## src/rtl/acct_gate.sv

```systemverilog
// acct_gate: access-control gate between one upstream requester and one downstream port.
// Each request picks a peripheral slot from a 4-bit index field in its address. A per-slot
// permission nibble decides whether the request is forwarded or answered with an error.
// Only one transaction can be in flight at a time.
//
// Ports
//   clk_i, rst_i        : clock, synchronous active-high reset
//   acc_ctrl_i          : per-slot permission nibble {ignored[1:0], write, read}
//   req_*               : upstream request (valid/ready)
//   dn_req_*, dn_*      : downstream request (valid/ready) with latched fields
//   dn_rsp_*            : downstream response, taken only while waiting for it
//   rsp_*               : upstream response (valid/ready)
//   viol_o/_cnt_o/_addr_o : denial pulse, saturating denial count, last denied address
module acct_gate #(
    parameter int unsigned NB_PERIPHERALS = 9,
    parameter int unsigned AXI_ADDR_WIDTH = 64,
    parameter int unsigned AXI_DATA_WIDTH = 64,
    parameter int unsigned PERIPH_SHIFT   = 12
) (
    input  logic                          clk_i,
    input  logic                          rst_i,
    input  logic [4*NB_PERIPHERALS-1:0]   acc_ctrl_i,
    input  logic                          req_valid_i,
    output logic                          req_ready_o,
    input  logic [AXI_ADDR_WIDTH-1:0]     req_addr_i,
    input  logic                          req_we_i,
    input  logic [AXI_DATA_WIDTH-1:0]     req_wdata_i,
    output logic                          dn_req_valid_o,
    input  logic                          dn_req_ready_i,
    output logic [AXI_ADDR_WIDTH-1:0]     dn_addr_o,
    output logic                          dn_we_o,
    output logic [AXI_DATA_WIDTH-1:0]     dn_wdata_o,
    input  logic                          dn_rsp_valid_i,
    input  logic [AXI_DATA_WIDTH-1:0]     dn_rsp_rdata_i,
    input  logic                          dn_rsp_err_i,
    output logic                          rsp_valid_o,
    input  logic                          rsp_ready_i,
    output logic [AXI_DATA_WIDTH-1:0]     rsp_rdata_o,
    output logic                          rsp_err_o,
    output logic                          viol_o,
    output logic [15:0]                   viol_cnt_o,
    output logic [AXI_ADDR_WIDTH-1:0]     viol_addr_o
);

    typedef enum logic [2:0] {StIdle, StFwd, StWaitRsp, StDeny, StRsp} state_e;

    state_e                      state_q, state_d;
    logic [AXI_ADDR_WIDTH-1:0]   addr_q, addr_d;
    logic                        we_q, we_d;
    logic [AXI_DATA_WIDTH-1:0]   wdata_q, wdata_d;
    logic [AXI_DATA_WIDTH-1:0]   rdata_q, rdata_d;
    logic                        err_q, err_d;
    logic [15:0]                 viol_cnt_q, viol_cnt_d;
    logic [AXI_ADDR_WIDTH-1:0]   viol_addr_q, viol_addr_d;

    logic [3:0] idx;
    logic       permit;

    // Permission lookup on the live request; only used in the acceptance cycle, so later
    // acc_ctrl_i changes cannot affect a transaction already in flight.
    always_comb begin
        idx    = req_addr_i[PERIPH_SHIFT+3:PERIPH_SHIFT];
        permit = 1'b0;
        for (int p = 0; p < int'(NB_PERIPHERALS); p++) begin
            if (int'(idx) == p) begin
                permit = req_we_i ? acc_ctrl_i[4*p+1] : acc_ctrl_i[4*p];
            end
        end
    end

    always_comb begin
        state_d     = state_q;
        addr_d      = addr_q;
        we_d        = we_q;
        wdata_d     = wdata_q;
        rdata_d     = rdata_q;
        err_d       = err_q;
        viol_cnt_d  = viol_cnt_q;
        viol_addr_d = viol_addr_q;
        unique case (state_q)
            StIdle: begin
                if (req_valid_i) begin
                    addr_d  = req_addr_i;
                    we_d    = req_we_i;
                    wdata_d = req_wdata_i;
                    state_d = permit ? StFwd : StDeny;
                end
            end
            StFwd: begin
                if (dn_req_ready_i) state_d = StWaitRsp;
            end
            StWaitRsp: begin
                if (dn_rsp_valid_i) begin
                    rdata_d = dn_rsp_rdata_i;
                    err_d   = dn_rsp_err_i;
                    state_d = StRsp;
                end
            end
            StDeny: begin
                rdata_d     = '0;
                err_d       = 1'b1;
                viol_addr_d = addr_q;
                if (viol_cnt_q != 16'hFFFF) viol_cnt_d = viol_cnt_q + 16'd1;
                state_d     = StRsp;
            end
            StRsp: begin
                if (rsp_ready_i) state_d = StIdle;
            end
            default: state_d = StIdle;
        endcase
    end

    always_ff @(posedge clk_i) begin
        if (rst_i) begin
            state_q     <= StIdle;
            addr_q      <= '0;
            we_q        <= 1'b0;
            wdata_q     <= '0;
            rdata_q     <= '0;
            err_q       <= 1'b0;
            viol_cnt_q  <= '0;
            viol_addr_q <= '0;
        end else begin
            state_q     <= state_d;
            addr_q      <= addr_d;
            we_q        <= we_d;
            wdata_q     <= wdata_d;
            rdata_q     <= rdata_d;
            err_q       <= err_d;
            viol_cnt_q  <= viol_cnt_d;
            viol_addr_q <= viol_addr_d;
        end
    end

    // Handshake outputs are held low while reset is asserted so that neither side can
    // complete a handshake that the reset is about to discard.
    always_comb begin
        req_ready_o    = (state_q == StIdle) && !rst_i;
        dn_req_valid_o = (state_q == StFwd) && !rst_i;
        rsp_valid_o    = (state_q == StRsp) && !rst_i;
        viol_o         = (state_q == StDeny) && !rst_i;
        dn_addr_o      = dn_req_valid_o ? addr_q : '0;
        dn_we_o        = dn_req_valid_o ? we_q : 1'b0;
        dn_wdata_o     = dn_req_valid_o ? wdata_q : '0;
        rsp_rdata_o    = rsp_valid_o ? rdata_q : '0;
        rsp_err_o      = rsp_valid_o ? err_q : 1'b0;
        viol_cnt_o     = viol_cnt_q;
        viol_addr_o    = viol_addr_q;
    end

endmodule

```

## config.mk

```make
export PLATFORM = sky130hd
export DESIGN_NAME = acct_gate
export DESIGN_NICKNAME = d
export VERILOG_FILES = /design/src/rtl/acct_gate.sv
export SDC_FILE = /design/constraint.sdc
export NUM_CORES = 1
export LEC_CHECK = 0
export BUFFER_PORTS_ARGS = -buffer_cell sky130_fd_sc_hd__buf_2
export CORE_AREA = 2 2 201 203
export CTS_BUF_LIST = sky130_fd_sc_hd__clkbuf_4 sky130_fd_sc_hd__clkbuf_8
export DETAILED_ROUTE_END_ITERATION = 16
export DIE_AREA = 0 0 203 205
export GPL_ROUTABILITY_DRIVEN = 0
export GPL_TIMING_DRIVEN = 1
export MAX_ROUTING_LAYER = met4
export PLACE_DENSITY = 0.58
export SYNTH_ARGS = -nofsm -noshare
export SYNTH_HDL_FRONTEND = slang
export SYNTH_SLANG_ARGS = --single-unit
```

## constraint.sdc

```tcl
create_clock -name clk_i -period 2.18 [get_ports clk_i]
set_input_delay 0 -clock clk_i [delete_from_list [all_inputs] [get_ports clk_i]]
set_output_delay 0 -clock clk_i [all_outputs]
set_load 0.02 [all_outputs]
```

Word-level counts from Yosys, hierarchy flattened --
Cells that the tools add are included.
Word-level totals: register bits after elaboration 277, input port bits 236, output and inout bits 278, word-level logic and storage cells 71
Cells by class: add/sub/neg operators 1, equality and inequality tests 17, muxes and demuxes 33, reductions and logical operators 12
Operator list (number):
- 64-bit 2-to-1 mux | 4
- 64-bit case mux with 2 select lines | 1
- 1-bit 2-to-1 mux | 21
- 4-bit == test, second input constant | 5
- 16-bit by 1-bit adder with 16-bit output, second input constant | 1
- 16-bit inequality test, second input constant | 1
- 3-bit case mux with 5 select lines | 1
- 3-bit 2-to-1 mux | 4
- 4-bit by 3-bit == test with 1-bit output, second input constant | 2
- 2-bit inequality test, second input constant | 4
- 3-bit by 2-bit == test with 1-bit output, second input constant | 2
- 2-bit AND reduction | 3
- 4-bit by 2-bit == test with 1-bit output, second input constant | 1
- 1-bit logical AND | 4
- 4-bit zero test | 1
- 4-bit AND reduction | 1
- 3-bit by 1-bit == test with 1-bit output, second input constant | 1
- 3-bit == test, second input constant | 1
- 3-bit zero test | 1
- 2-bit 2-to-1 mux | 1
- 1-bit case mux with 2 select lines | 1
- 2-bit nonzero test | 1
- 1-bit zero test | 1

Longest topological paths before layout --
depth after elaboration 13, mapped depth 8, mapped depth without buffers 6

Worst setup path before layout --
OpenSTA, ideal clock, no wires.
kind register to register, from reg viol_cnt_q[6], in the netlist viol_cnt_o[6], to reg viol_cnt_q[7], in the netlist viol_cnt_o[7], library setup time 135 ps, arrival time 1740 ps, required time 2045 ps, path slack 305 ps, cell stages (with the launch flop) 7, path buffers 1, period minus slack after synthesis 1875 ps, cells stage by stage dfxtp_1 -> nand4_1 -> or4_1 -> buf_6 -> o211ai_4 -> or3_2 -> a21oi_2
On the way: longest elaborated chain between the ends 2, elaborated cells on any way between the ends 3, those cells by class add/sub: 1; eq/ne: 1; reduce/logical: 1
RTL lines:
- start, declared | RTL line 53 | logic [15:0] viol_cnt_q, viol_cnt_d;
- start signal, assigned | RTL line 130 | viol_cnt_q <= viol_cnt_d;
- parallel branches: the longest is 2 deep, another holds 16-bit by 1-bit adder with 16-bit output
Parallel ways; which one is timed is not known. A chain may end at the register's enable or synchronous reset.

Worst setup path in the final report --
from reg state_q[1], to out dn_wdata_o[31]
On the way: longest elaborated chain between the ends 3
RTL lines:
- start, declared | RTL line 47 | state_e state_q, state_d;
- start signal, assigned | RTL line 115 | state_q <= StIdle;
- start signal, assigned | RTL line 124 | state_q <= state_d;
- 3-bit by 1-bit == test with 1-bit output | RTL line 139 | dn_req_valid_o = (state_q == StFwd) && !rst_i;
- 1-bit logical AND | RTL line 139
- 64-bit 2-to-1 mux | RTL line 144 | dn_wdata_o = dn_req_valid_o ? wdata_q : '0;
- end, declared | RTL line 32 | output logic [AXI_DATA_WIDTH-1:0] dn_wdata_o,
Every way passes these cells.

==> impl_metrics.env <==
export IMPL_status="finished clean"
export IMPL_synth_edff_count=0
export IMPL_die_y_um=205
export IMPL_reg2reg_to="addr_q[13]$_SDFFE_PP0P_"
export IMPL_clock_sinks=277
export IMPL_htreeDepth=2
export IMPL_cts_root_buf="clkbuf_8"
export IMPL_worstReg2RegStart="state_q[1]$_SDFFE_PP0P_"
export IMPL_ios=514
export IMPL_powerDensity_nw_per_um2=813
export IMPL_clockBufferDepth=3
export IMPL_synth_seq_area_share=0.493
export IMPL_area_growth_pct=59.2
export IMPL_ff2ff_path_depth=7
export IMPL_fmax_mhz=464
export IMPL_fin_skew_ns=0.0177
export IMPL_cap_violations=0
export IMPL_start_kind="flip-flop"
export IMPL_path_clk_slew_ns=0.06
export IMPL_hp_start="dn_rsp_valid_i"
export IMPL_cts_buffers=48
export IMPL_cts_tree="done"
export IMPL_fp_dieArea_um2=41600
export IMPL_grt_usage=0.196
export IMPL_ant_nets=0
export IMPL_synth_distinct_cells=44
export IMPL_row_count=73
export IMPL_hp_class="primary input to flip-flop"
export IMPL_wirelength_mm=44.3
export IMPL_port_buffers=495
export IMPL_crit_chain="buf_6 > nor4b_4 > buf_12 > buf_8 > and2_1 > buf_2"
export IMPL_crit_arrival_ns=2.15
export IMPL_path_class="flip-flop to output port"
export IMPL_ys_warnings_count=0
export IMPL_crit_cells=6
export IMPL_firstDrtPassIters=5
export IMPL_drive_above_1_share=0.295
export IMPL_overflow=0
export IMPL_min_to="rdata_q[31]$_SDFFE_PP0P_"
export IMPL_holdWs_ns=0.0522
export IMPL_grt_pass1_wl_mm=63.5
export IMPL_via_per_inst=4.61
export IMPL_endpoint_kind="output port"
export IMPL_syn_inst=1479
export IMPL_min_period_over_period=0.989
export IMPL_cp_max_fo=16
export IMPL_core_um2=39400
export IMPL_cp_num_buf_inv=4
export IMPL_syn_num_nets=1716
export IMPL_finalMaxSlewViolations=0
export IMPL_synthFlopType="dfxtp_1"
export IMPL_async_reset_ff_frac=0
export IMPL_cpMaxStageDelayCell="dfxtp_4"
export IMPL_rsz0062_at_grt="yes"
export IMPL_die_x_um=203
export IMPL_finalSetupViolations=0
export IMPL_hold_viol=0
export IMPL_drtIter0Drc=627
export IMPL_synth_seq_cells=277
export IMPL_wl_per_cell_um=16.3
export IMPL_crit_family="buffers and inverters"
export IMPL_grt_max_degree=104
export IMPL_worst_pin_slew_ns=0.946
export IMPL_grt_pass1_vias=12143
export IMPL_fillCellCount=3846
export IMPL_holdPathStages=5
export IMPL_slowest_delay_ns=0.37
export IMPL_slew_headroom=0.368
export IMPL_antenna_found_initial=2
export IMPL_required_ns=2.18
export IMPL_start_util=0.286
export IMPL_via_count=12485
export IMPL_clock_latency_ns=0.61
export IMPL_peakVddDrop_v=0.000499
export IMPL_power_uw=14600
export IMPL_p_leak_uw=0.00792
export IMPL_nNetsFinal=2387
export IMPL_drc=0
export IMPL_syn_avg_cell_area_um2=7.61
export IMPL_syn_cell_area_um2=11200
export IMPL_fin_crit_ns=2.15
export IMPL_hpwl_mm=25.3
export IMPL_reg2reg_setup_slack_ns=0.06
==> where the power goes <==
group	internal (uW)	leakage [uW]	total, uW	switching [uW]
Combinational	1390	0.00513	3520	2130
Clock	2870	0.000536	5030	2150
Sequential	5650	0.00225	6010	361
==> kinds of logic (layout without fill, tap and decap cells) <==
group | Yosys count | count (layout) | synth area share
other | 0 | 1 | 0
xor gates and xnor gates | 8 | 8 | 0.00623
adders and majority gates | 1 | 1 | 0.00111
muxes | 12 | 12 | 0.0108
and+or+nand+nor | 773 | 773 | 0.311
buffers and inverters | 120 | 825 | 0.0433
DFF | 277 | 277 | 0.493
AOI/OAI and AO/OA | 288 | 288 | 0.134
==> flip-flops by register name (all words and copies together), names as in the netlist <==
register,cells
rdata_q,64
viol_addr_o,64
wdata_q,64
state_q,3
we_q,1
viol_cnt_o,16
addr_q,64
err_q,1
==> synth_stat cells, drive strengths merged, types with 2 or more instances <==
library cell / n / area, um^2
xor2: 7 / 61.3
o211ai: 5 / 51.3
nor4: 2 / 12.5
and3: 3 / 18.8
clkbuf: 75 / 282
and2: 196 / 1230
nand4: 4 / 25.0
a31oi: 3 / 18.8
nor3: 4 / 20.0
nor2: 17 / 63.8
o21ai: 9 / 48.8
inv: 5 / 18.8
mux2i: 11 / 110
dfxtp: 277 / 5550
or3: 6 / 43.8
nand2: 522 / 1960
buf: 40 / 186
o22ai: 2 / 12.5
nor2b: 2 / 12.5
or2: 2 / 12.5
nand3: 5 / 25.0
nor4b: 2 / 23.8
nand2b: 3 / 18.8
a21oi: 265 / 1350
==> final cells by class <==
| type | count | area, um^2 | share of cell area |
|---|---|---|---|
| clock buffer | 77 | 953 | 0.0532 |
| inverter | 5 | 18.8 | 0.00105 |
| tap | 525 | 657 | 0.0367 |
| timing repair buffer | 736 | 5380 | 0.300 |
| multi-input combinational | 1082 | 5280 | 0.295 |
| sequential | 277 | 5550 | 0.310 |
| antenna | 1 | 2.50 | 0.000140 |
| clock inverter | 7 | 67.6 | 0.00377 |
==> worst max-delay path by stage <==
stage                                     startpoint                          to  slack (ns)
after CTS                    state_q[1]$_SDFFE_PP0P_                dn_addr_o[8]       -0.05
after detailed placement  viol_cnt_o[9]$_SDFFE_PP0P_  viol_cnt_o[9]$_SDFFE_PP0P_        0.20
after floorplan           viol_cnt_o[6]$_SDFFE_PP0P_  viol_cnt_o[7]$_SDFFE_PP0P_        0.31
after global placement    viol_cnt_o[9]$_SDFFE_PP0P_  viol_cnt_o[9]$_SDFFE_PP0P_        0.25
after global routing         state_q[1]$_SDFFE_PP0P_              dn_wdata_o[31]       -0.07
final                        state_q[1]$_SDFFE_PP0P_              dn_wdata_o[31]        0.03
==> layer usage <==
| layer | routed length [um] | part of all wire | track usage | up-vias |
|---|---|---|---|---|
| met5 | 0 | 0 | - | - |
| met4 | 1360 | 0.031 | 0.0733 | 0 |
| met3 | 3270 | 0.074 | 0.0488 | 95 |
| met2 | 21700 | 0.49 | 0.335 | 505 |
| met1 | 17900 | 0.41 | 0.222 | 5792 |
| li1 | - | - | - | 6093 |
==> metrics by stage <==
stage	setup slack [ns]	cell area (um^2)	setup TNS, ns	std cells	util
after CTS	-0.0540	17600	-1.48	2701	0.448
after global routing	-0.0685	17900	-2.87	2709	0.455
final	0.0250	17900	0	2710	0.455
after detailed placement	0.202	14300	0	2405	0.363
after global placement	0.255	14300	0	2405	0.363
after floorplan	0.305	11200	0	1479	-
==> worst reg2reg max path, cell delays in order, from the launching register on <==
cell and delay [ns]:
dfxtp_4 0.37, buf_4 0.15, nor2b_4 0.16, and2_4 0.22
buf_16 0.29, nand2_1 0.14, a21oi_1 0.15, dlygate4sd3_1 0.57
==> cell usage in the layout (no fill, tap or decap), drive strengths merged, types with 2 or more instances in the layout <==
cell	n
o211ai	5
xor2	7
nor2	17
mux2i	11
and2	196
or2	2
o21ai	9
nand2b	3
nand2	522
nor4	2
nand3	5
nor2b	2
buf	525
dlygate4sd3	206
inv	5
clkinv	3
o22ai	2
nor4b	2
a31oi	3
nor3	4
clkinvlp	3
dfxtp	277
clkbuf	82
nand4	4
and3	3
a21oi	265
or3	6
==> timing repair <==
item / CTS / global route
pin swaps: 2 / 1
hold endpoints to repair: 212 / 0
hold buffers: 206 / 0
endpoints found under the setup margin: 195 / 177
cloned: 4 / 6
resized for setup: 63 / 52
setup buffers: 2 / 2
No activity file was read; power rests on OpenSTA's default activity.
